$ cat config.mk
export PLATFORM = sky130hd
export DESIGN_NAME = vga_timing_sequencer
export DESIGN_NICKNAME = d
export VERILOG_FILES = /design/src/rtl/vga_timing_sequencer.sv
export SDC_FILE = /design/constraint.sdc
export NUM_CORES = 1
export LEC_CHECK = 0
export CAP_MARGIN = 20
export CORE_UTILIZATION = 50
export DETAILED_ROUTE_END_ITERATION = 8
export GPL_ROUTABILITY_DRIVEN = 0
export PLACE_DENSITY_LB_ADDON = 0.05
export SYNTH_ARGS = -nofsm -noshare
export SYNTH_HDL_FRONTEND = slang
export SYNTH_SLANG_ARGS = --single-unit
export TNS_END_PERCENT = 1
$ cat constraint.sdc
create_clock -name clk -period 2.7 [get_ports clk]
set_input_delay 0.54 -clock clk [delete_from_list [all_inputs] [get_ports clk]]
set_output_delay 0.54 -clock clk [all_outputs]
set_load 0.01 [all_outputs]
$ cat src/rtl/vga_timing_sequencer.sv
// VGA raster timing sequencer: pixel-rate divider, x/y scan counters and sync/blank decode.
// Optional build macro VGA_SYNC_REG_EN registers hsync/vsync/video_on on the pixel tick.
`timescale 1ns/1ps

module vga_timing_sequencer #(
  parameter int H_ACTIVE = 640,
  parameter int H_FP     = 16,
  parameter int H_SYNC   = 96,
  parameter int H_BP     = 48,
  parameter int V_ACTIVE = 480,
  parameter int V_FP     = 10,
  parameter int V_SYNC   = 2,
  parameter int V_BP     = 33,
  parameter int TICK_DIV = 4
) (
  input  logic       clk,
  input  logic       reset_n,
  input  logic       run,
  output logic       pixel_tick,
  output logic [9:0] pixel_x,
  output logic [9:0] pixel_y,
  output logic       hsync,
  output logic       vsync,
  output logic       video_on,
  output logic       line_end,
  output logic       frame_start,
  output logic       busy
);

  localparam int H_TOTAL = H_ACTIVE + H_FP + H_SYNC + H_BP;
  localparam int V_TOTAL = V_ACTIVE + V_FP + V_SYNC + V_BP;

  localparam logic [9:0] H_LAST   = 10'(H_TOTAL - 1);
  localparam logic [9:0] V_LAST   = 10'(V_TOTAL - 1);
  localparam logic [9:0] H_VIS    = 10'(H_ACTIVE);
  localparam logic [9:0] V_VIS    = 10'(V_ACTIVE);
  localparam logic [9:0] HS_START = 10'(H_ACTIVE + H_FP);
  localparam logic [9:0] HS_END   = 10'(H_ACTIVE + H_FP + H_SYNC);
  localparam logic [9:0] VS_START = 10'(V_ACTIVE + V_FP);
  localparam logic [9:0] VS_END   = 10'(V_ACTIVE + V_FP + V_SYNC);

  localparam int              DIV_W    = $clog2(TICK_DIV);
  localparam logic [DIV_W-1:0] DIV_LAST = DIV_W'(TICK_DIV - 1);

  typedef enum logic [1:0] {
    S_IDLE,
    S_RUN,
    S_DRAIN
  } state_t;

  state_t           state;
  logic [DIV_W-1:0] divider;
  logic             frame_last;
  logic             h_sync_act;
  logic             v_sync_act;
  logic             vis_act;

  // The divider sits at 0 in IDLE, so the tick can never fire outside a scan.
  assign pixel_tick  = (divider == DIV_LAST);
  assign frame_last  = pixel_tick && (pixel_x == H_LAST) && (pixel_y == V_LAST);
  assign line_end    = pixel_tick && (pixel_x == H_LAST);
  assign frame_start = pixel_tick && (pixel_x == 10'd0) && (pixel_y == 10'd0);

  // Dropping run only arms the stop; the scan always runs out to the last pixel.
  always_ff @(posedge clk or negedge reset_n) begin
    // NOTE: state registers use non-blocking assignments so every flop samples pre-edge values.
    if (!reset_n) begin
      state <= S_IDLE;
      busy  <= 1'b0;
    end else begin
      case (state)
        S_IDLE: begin
          if (run) begin
            state <= S_RUN;
            busy  <= 1'b1;
          end
        end
        S_RUN, S_DRAIN: begin
          if (frame_last && !run) begin
            state <= S_IDLE;
            busy  <= 1'b0;
          end else if (run) begin
            state <= S_RUN;
          end else begin
            state <= S_DRAIN;
          end
        end
        default: begin
          state <= S_IDLE;
          busy  <= 1'b0;
        end
      endcase
    end
  end

  always_ff @(posedge clk or negedge reset_n) begin
    if (!reset_n) begin
      divider <= '0;
      pixel_x <= '0;
      pixel_y <= '0;
    end else if (state == S_IDLE) begin
      divider <= '0;
      pixel_x <= '0;
      pixel_y <= '0;
    end else begin
      divider <= pixel_tick ? '0 : divider + 1'b1;
      if (pixel_tick) begin
        if (pixel_x == H_LAST) begin
          pixel_x <= '0;
          pixel_y <= (pixel_y == V_LAST) ? 10'd0 : pixel_y + 10'd1;
        end else begin
          pixel_x <= pixel_x + 10'd1;
        end
      end
    end
  end

  assign h_sync_act = busy && (pixel_x >= HS_START) && (pixel_x < HS_END);
  assign v_sync_act = busy && (pixel_y >= VS_START) && (pixel_y < VS_END);
  assign vis_act    = busy && (pixel_x < H_VIS) && (pixel_y < V_VIS);

`ifdef VGA_SYNC_REG_EN
  // Registered decode trails the counters by one pixel period.
  always_ff @(posedge clk or negedge reset_n) begin
    if (!reset_n) begin
      hsync    <= 1'b1;
      vsync    <= 1'b1;
      video_on <= 1'b0;
    end else if (state == S_IDLE || (frame_last && !run)) begin
      hsync    <= 1'b1;
      vsync    <= 1'b1;
      video_on <= 1'b0;
    end else if (pixel_tick) begin
      hsync    <= ~h_sync_act;
      vsync    <= ~v_sync_act;
      video_on <= vis_act;
    end
  end
`else
  assign hsync    = ~h_sync_act;
  assign vsync    = ~v_sync_act;
  assign video_on = vis_act;
`endif

endmodule

# Yosys cells after proc, flatten, opt, wreduce, memory -nomap -nowiden
# Cells that the tools add are included.
# Widths: inputs -> output; s select.
[classes] n_addsub=3 mul=0 n_div=0 n_lt_le_gt_ge=6 n_eq_ne=7 shift=0 mux=16 bitwise=2 reduce_logical=20
[op_table] op="$mux 10" n=7
[op_table] op="$add 10x1->10 const B" n=2
[op_table] op="$eq 10x10->1 const B" n=2
[op_table] op="$logic_not 10->1" n=2
[op_table] op="$lt 10x10->1 const B" n=2
[op_table] op="$lt 10x9->1 const B" n=2
[op_table] op="$logic_and 1x1->1" n=11
[op_table] op="$ge 10x10->1 const B" n=1
[op_table] op="$ge 10x9->1 const B" n=1
[op_table] op="$mux 2" n=5
[op_table] op="$eq 2x2->1 const B" n=2
[op_table] op="$ne 2x2->1 const B" n=2
[op_table] op="$pmux 2 s2" n=1
[op_table] op="$reduce_and 2->1" n=2
[op_table] op="$reduce_bool 2->1" n=2
[op_table] op="$add 2x1->2 const B" n=1
[op_table] op="$eq 2x1->1 const B" n=1
[op_table] op="$logic_not 2->1" n=1
[op_table] op="$mux 1" n=2
[op_table] op="$not 1->1" n=2
[op_table] op="$pmux 1 s2" n=1
[op_table] op="$reduce_or 2->1" n=1
[op_table] op="$logic_not 1->1" n=1
[word_totals] regBits=25 latch_bits=0 ram_bits=0 rom_bits=0 inputBits=3 out_inout_bits=27 word_cells=59 mem_count=0

# Depth between registers and ports, before layout
# Gate-level depths: netlist of run 1.
[logic_depth] word_depth=6 ltp_mapped=6 ltp_nobuf=6

# Worst setup path after synthesis of run 1
# Ideal clock, no wire load.
[synth_path] path_kind="register to output" startpoint="register pixel_y[0]" endpoint="output port frame_start" arrival_ns=1.409 required_time_ns=2.160 setup_slack_ns=0.751 path_stages_with_launch=6 n_path_buf=0 path_cell_list="dfrtp_1 > inv_1 > ha_1 > nor4b_1 > nand3_1 > nor2_1"
[synth_between] elab_chain_cells=2
[synth_lines] element="start: declaration" line="21" source="output logic [9:0] pixel_y,"
[synth_lines] element="start signal: assignment" line="110" source="pixel_y <= (pixel_y == V_LAST) ? 10'd0 : pixel_y + 10'd1;"
[synth_lines] element="$logic_not 10->1" line="62" source="assign frame_start = pixel_tick && (pixel_x == 10'd0) && (pixel_y == 10'd0);"
[synth_lines] element="$logic_and 1x1->1" line="62"
[synth_lines] element="end: declaration" line="26" source="output logic frame_start,"
# Every way passes these cells.

# Worst setup path in the final report of run 1
[layout_path] startpoint="register pixel_x[7]" endpoint="output port line_end"
[layout_between] elab_chain_cells=2
[layout_lines] element="start: declaration" line="20" source="output logic [9:0] pixel_x,"
[layout_lines] element="start signal: assignment" line="112" source="pixel_x <= pixel_x + 10'd1;"
[layout_lines] element="$eq 10x10->1" line="61" source="assign line_end = pixel_tick && (pixel_x == H_LAST);"
[layout_lines] element="$logic_and 1x1->1" line="61"
[layout_lines] element="end: declaration" line="25" source="output logic line_end,"
# Every way passes these cells.

==> results.sh, run 1 <==
export IMPL_antenna_cells=0
export IMPL_stdcell_count=231
export IMPL_dp_hpwl_um=2490
export IMPL_path_depth=4
export IMPL_place_ws_ns=0.334
export IMPL_crit_fanout=7
export IMPL_rrSetupSlack_ns=0.59
export IMPL_die_h_um=56.5
export IMPL_syn_avg_cell_area_um2=9.15
export IMPL_netlist_instances=162
export IMPL_multi_input_area_um2=822
export IMPL_fin_ws_ns=0.0863
export IMPL_slew_headroom_pct=53.0
export IMPL_cts_root_buf="clkbuf_4"
export IMPL_nFillCells=244
export IMPL_area_growth_syn_to_layout_pct=29.5
export IMPL_setup_viol=0
export IMPL_viasPerCell=5.99
export IMPL_synth_top_area_cell="dfrtp_1"
export IMPL_post_route_cells_drive_above_1_share_pct=15.0
export IMPL_dieArea_mm2=0.00319
export IMPL_p_per_area_mw_per_mm2=562
export IMPL_hold_class="reg2reg"
export IMPL_wl_per_cell_um=15.4
export IMPL_cts_buffers=3
export IMPL_grt_pass1_vias=1214
export IMPL_hold_violations=0
export IMPL_synth_most_common_cell="dfrtp_1"
export IMPL_irDropWorstVdd_mv=0.594
export IMPL_track_usage_pct=24.0
export IMPL_drt_wl_total_um=3550
export IMPL_insertion_delay_ns=0.33
export IMPL_holdCritStartpoint="divider[0]"
export IMPL_via_count=1384
export IMPL_cp_arrival_ns=2.07
export IMPL_cts_clk_slew_worst_paths_ns=0.14
export IMPL_async_flop_share_pct=100
export IMPL_ff_latch_area_um2=632
export IMPL_clockBufferDepth=2
export IMPL_portBuffers=29
export IMPL_yosys_top_cells_area="dfrtp_1, ha_1, a21oi_1"
export IMPL_dr_pass1_iters=4
export IMPL_synth_enable_flop_cells=0
export IMPL_crit_buf_inv=2
export IMPL_ys_flop_type="dfrtp_1"
export IMPL_critPathLaunchType="flip-flop"
export IMPL_hold_ws_ns=0.449
export IMPL_min_delay_worst_endpoint="divider[0]"
export IMPL_die_x_um=56.5
export IMPL_max_stage_delay_ns=0.55
export IMPL_cp_startpoint="pixel_x[7]"
export IMPL_path_delay_family="buffers and inverters"
export IMPL_cts_tree="done"
export IMPL_utilization_pct=69.0
export IMPL_fmax_ghz=0.383
export IMPL_max_cap_violations=0
export IMPL_drtAntennaViolNets=0
export IMPL_grt_overflow=0
export IMPL_grt_first_pass_wirelength_um=5970
export IMPL_critical_path_cell_chain="nor4b_4 > nand3_2 > inv_1 > clkdlybuf4s50_1"
export IMPL_synth_top_cells_by_count="dfrtp_1, nor2_1, a21oi_1, nand3_1"
export IMPL_p_leak_uw=0.000787
export IMPL_dp_cells=222
export IMPL_nets=212
export IMPL_cp_end_kind="primary output"
export IMPL_synth_top_area_share_pct=42.2
export IMPL_grt_max_degree=26
export IMPL_outcome="completed"
export IMPL_ff2ff_path_depth=5
export IMPL_core_mm2=0.00278
export IMPL_synth_seq_cells=25
export IMPL_htreeDepth=1
export IMPL_synth_area_mm2=0.00148
export IMPL_fin_worst_skew_ns=0.0108
export IMPL_crit_type="reg2out"
export IMPL_cp_required_ns=2.16
export IMPL_ys_types=38
export IMPL_syn_num_nets=173
export IMPL_yosysWarningCount=0
export IMPL_slew_viol_final=0
export IMPL_rows=19
export IMPL_slowest_stage="clkdlybuf4s50_1"
export IMPL_worst_pin_slew_ns=0.700
export IMPL_first_iter_violations=55
export IMPL_final_setup_tns_ns=0
export IMPL_io_pins=30
export IMPL_holdPathStages=1
export IMPL_post_route_period_util_pct=96.8
export IMPL_drc=0
export IMPL_period_minus_slack_ns=2.61
export IMPL_floorplan_initialDensity_pct=53.3
export IMPL_worstReg2RegStart="pixel_x[7]"
export IMPL_cts_sinks=25
export IMPL_r2r_end="pixel_y[6]"
export IMPL_synth_seq_area_share_pct=42.2
export IMPL_antenna_found_initial=0
sequential cells by signal, summed over array words and instances, names as in the netlist:
signal / flops
busy: 1
divider: 2
pixel_x: 10
pixel_y: 10
state: 2
how the worst max path moves through the flow:
stage / end / slack (ns)
after floorplan: frame_start / 0.75
after global placement: frame_start / 0.36
after detailed placement: vsync / 0.33
after CTS: frame_start / 0.02
after global routing: line_end / -0.02
final: line_end / 0.09
kinds of logic after synthesis:
group	synth area share [%]
AOI/OAI and AO/OA	14.2
xor gates and xnor gates	5.32
adders and majority gates	6.75
buffers and inverters	3.71
DFF	42.2
and+or+nand+nor	27.9
routing by layer:
layer	global-route usage (%)	vias up	routed length, um
met2	35.1	36	1590
met4	8.36	0	57
met3	2.53	7	135
li1	-	674	-
met5	0	-	0
met1	36.9	667	1770
final cells by class:
class,instances,area share (%)
clock buffers,4,1.37
well taps,31,2.02
repair buffers,39,19.1
flip-flops and latches,25,32.9
multi-input cells,123,42.8
inverters,9,1.76
stage by stage:
step / cell area (um^2) / total power, uW
2_1_floorplan: 1480 / 747
3_3_place_gp: 1830 / 893
3_5_place_dp: 1830 / 910
4_1_cts: 1880 / 1080
5_1_grt: 1920 / 1160
6_report: 1920 / 1080
report_power, final:
part	leakage (uW)	internal, uW	switching (uW)
Clock	0.0000150	57.9	114
Sequential	0.000335	416	35.2
Combinational	0.000438	165	291
Total	0.000787	638	441
layout by cell type, fill, tap and decap left out, types with 2 or more instances in the layout:
| cell type | synthesis | routed |
|---|---|---|
| or3_2 | 2 | 2 |
| inv_1 | 9 | 9 |
| dfrtp_1 | 25 | 20 |
| o21ai_0 | 10 | 10 |
| o31ai_1 | 5 | 5 |
| nor4b_2 | 0 | 2 |
| nor2_1 | 16 | 16 |
| nand4_1 | 5 | 5 |
| nor3_1 | 2 | 2 |
| dfrtp_2 | 0 | 5 |
| nand2_1 | 10 | 10 |
| or3_1 | 3 | 3 |
| a21oi_1 | 12 | 12 |
| clkbuf_4 | 0 | 3 |
| and3_1 | 2 | 2 |
| xnor2_1 | 3 | 3 |
| nor4_1 | 3 | 3 |
| buf_4 | 0 | 10 |
| xor2_1 | 6 | 6 |
| ha_1 | 8 | 7 |
| clkdlybuf4s50_1 | 0 | 27 |
| nand3_1 | 12 | 11 |
| or4_1 | 5 | 5 |
what timing repair did:
action	in CTS	in global routing
gates resized for setup	5	6
pin swaps	0	1
endpoints found under the hold margin	0	0
hold buffers	0	0
setup endpoints to repair	3	2
buffers inserted	3	2
Power figures use the tool's default switching activity.
==> run 2, diff against run 1 <==
--- a/config.mk
+++ b/config.mk
@@ -6,6 +6,7 @@
 export NUM_CORES = 1
 export LEC_CHECK = 0
 export CAP_MARGIN = 20
+export CORE_MARGIN = 2
 export CORE_UTILIZATION = 50
 export DETAILED_ROUTE_END_ITERATION = 8
 export GPL_ROUTABILITY_DRIVEN = 0
==> results.sh, run 2 (same netlist as run 1, synthesis figures left out) <==
export IMPL_outcome="completed"
export IMPL_hold_violations=0
export IMPL_final_cell_mix="clkdlybuf4s50_1, dfrtp_1, nor2_1, a21oi_1, nand3_1"
export IMPL_floorplan_initialDensity_pct=53.3
export IMPL_drtAntennaViolNets=0
export IMPL_holdPathStages=1
export IMPL_cp_arrival_ns=2.11
export IMPL_nFillCells=241
export IMPL_grt_pass1_vias=1266
export IMPL_cts_sinks=25
export IMPL_final_cell_area_mm2=0.00190
export IMPL_die_h_um=58.5
export IMPL_fin_ws_ns=0.0513
export IMPL_largestRegisters="pixel_x (10), pixel_y (10)"
export IMPL_grt_overflow=0
export IMPL_p_int_uw=639
export IMPL_first_iter_violations=42
export IMPL_crit_fanout=7
export IMPL_cp_end_kind="primary output"
export IMPL_insertion_delay_ns=0.31
export IMPL_p_leak_uw=0.000781
export IMPL_cts_clk_slew_worst_paths_ns=0.13
export IMPL_fmax_ghz=0.378
export IMPL_post_route_cells_drive_above_1_share_pct=13.1
export IMPL_path_depth=4
export IMPL_fin_worst_skew_ns=0.00425
export IMPL_io_pins=30
export IMPL_post_route_period_util_pct=98.1
export IMPL_track_usage_pct=22.8
export IMPL_cts_root_buf="clkbuf_4"
export IMPL_clockPowerShare_pct=15.3
export IMPL_ff2ff_path_depth=4
export IMPL_period_minus_slack_ns=2.65
export IMPL_max_cap_violations=0
export IMPL_combinationalPowerShare_pct=43.3
export IMPL_rsz0062_at_grt="yes"
export IMPL_critical_path_cell_chain="nor4b_4 > nand3_2 > inv_1 > clkdlybuf4s50_1"
export IMPL_worst_pin_slew_ns=0.718
export IMPL_htreeDepth=1
export IMPL_dp_hpwl_um=2660
export IMPL_wl_per_cell_um=15.7
export IMPL_viasPerCell=6.01
export IMPL_drt_wl_total_um=3600
export IMPL_cp_required_ns=2.16
export IMPL_slew_headroom_pct=51.8
export IMPL_nets=210
export IMPL_hold_class="reg2reg"
export IMPL_grt_max_degree=26
export IMPL_p_per_area_mw_per_mm2=576
export IMPL_crit_type="reg2out"
export IMPL_slowest_stage="clkdlybuf4s50_1"
export IMPL_layout_commonest_cell="clkdlybuf4s50_1"
export IMPL_via_count=1377
export IMPL_swShare_pct=41.6
export IMPL_max_stage_delay_ns=0.55
export IMPL_drc=0
export IMPL_core_mm2=0.00278
export IMPL_critPathLaunchType="flip-flop"
export IMPL_grt_first_pass_wirelength_um=6000
export IMPL_setup_viol=0
export IMPL_dr_pass1_iters=4
export IMPL_dieArea_mm2=0.00342
export IMPL_postPlaceCellArea_mm2=0.00184
export IMPL_slew_viol_final=0
export IMPL_crit_buf_inv=2
export IMPL_sequentialPowerShare_pct=41.4
export IMPL_die_x_um=58.5
export IMPL_cts_tree="done"
export IMPL_irDropWorstVdd_mv=0.823
export IMPL_clockBufferDepth=2
export IMPL_postCtsHoldBufs=0
export IMPL_place_ws_ns=0.345
export IMPL_cts_buffers=3
export IMPL_portBuffers=29
export IMPL_antenna_cells=0
export IMPL_power_switching_uw=455
export IMPL_path_delay_family="buffers and inverters"
export IMPL_area_growth_syn_to_layout_pct=28.2
export IMPL_antenna_found_initial=0
export IMPL_rows=19
## run 2: area by class of cell
type                            count  area, um^2  area share, %
Clock buffer                        4        26.3           1.38
Inverter                            9        33.8           1.78
Multi-Input combinational cell    123         820           43.1
Sequential cell                    25         631           33.2
Tap cell                           31        38.8           2.04
Timing Repair Buffer               37         352           18.5
## run 2: what timing repair did
action / 4_1_cts / 5_1_grt
endpoints found under the setup margin: 2 / 2
resized for setup: 3 / 6
setup buffers: 1 / 1
## run 2: path summary, 6_finish.rpt
path | start | to | slack [ns]
max | pixel_x[7] | line_end | 0.05
min | divider[0] | divider[0] | 0.44
max reg2reg | pixel_x[7] | pixel_y[6] | 0.66
min reg2reg | divider[0] | divider[0] | 0.44
max in group asynchronous | reset_n | pixel_x[0] | 1.85
min in group asynchronous | reset_n | pixel_y[7] | 0.57
## run 2: per-stage QoR
stage	total power [uW]	util (%)	TNS (ns)	instances	hold slack, ns
2_1_floorplan	747	-	0	162	0.244
3_3_place_gp	893	66.0	0	223	0.420
3_5_place_dp	928	66.0	0	223	0.427
4_1_cts	1090	67.3	0	228	0.445
5_1_grt	1170	68.3	-0.0128	229	0.462
6_report	1090	68.3	0	229	0.441
## run 2: power groups by stage
stage	Combinational, uW	Sequential, uW	Clock (uW)
floorplan	294	453	0
global placement	441	452	0
detailed placement	469	459	0
CTS	470	451	172
global route	530	457	182
finish	474	453	168
## run 2: routing by layer
| layer | part of all wire, % | up-vias | global-route usage, % | routed length, um |
|---|---|---|---|---|
| li1 | - | 666 | - | - |
| met1 | 49 | 679 | 34.3 | 1760 |
| met2 | 47 | 28 | 35.3 | 1690 |
| met3 | 3.5 | 4 | 2.20 | 127 |
| met4 | 0.64 | 0 | 5.98 | 23 |
| met5 | 0 | - | 0 | 0 |
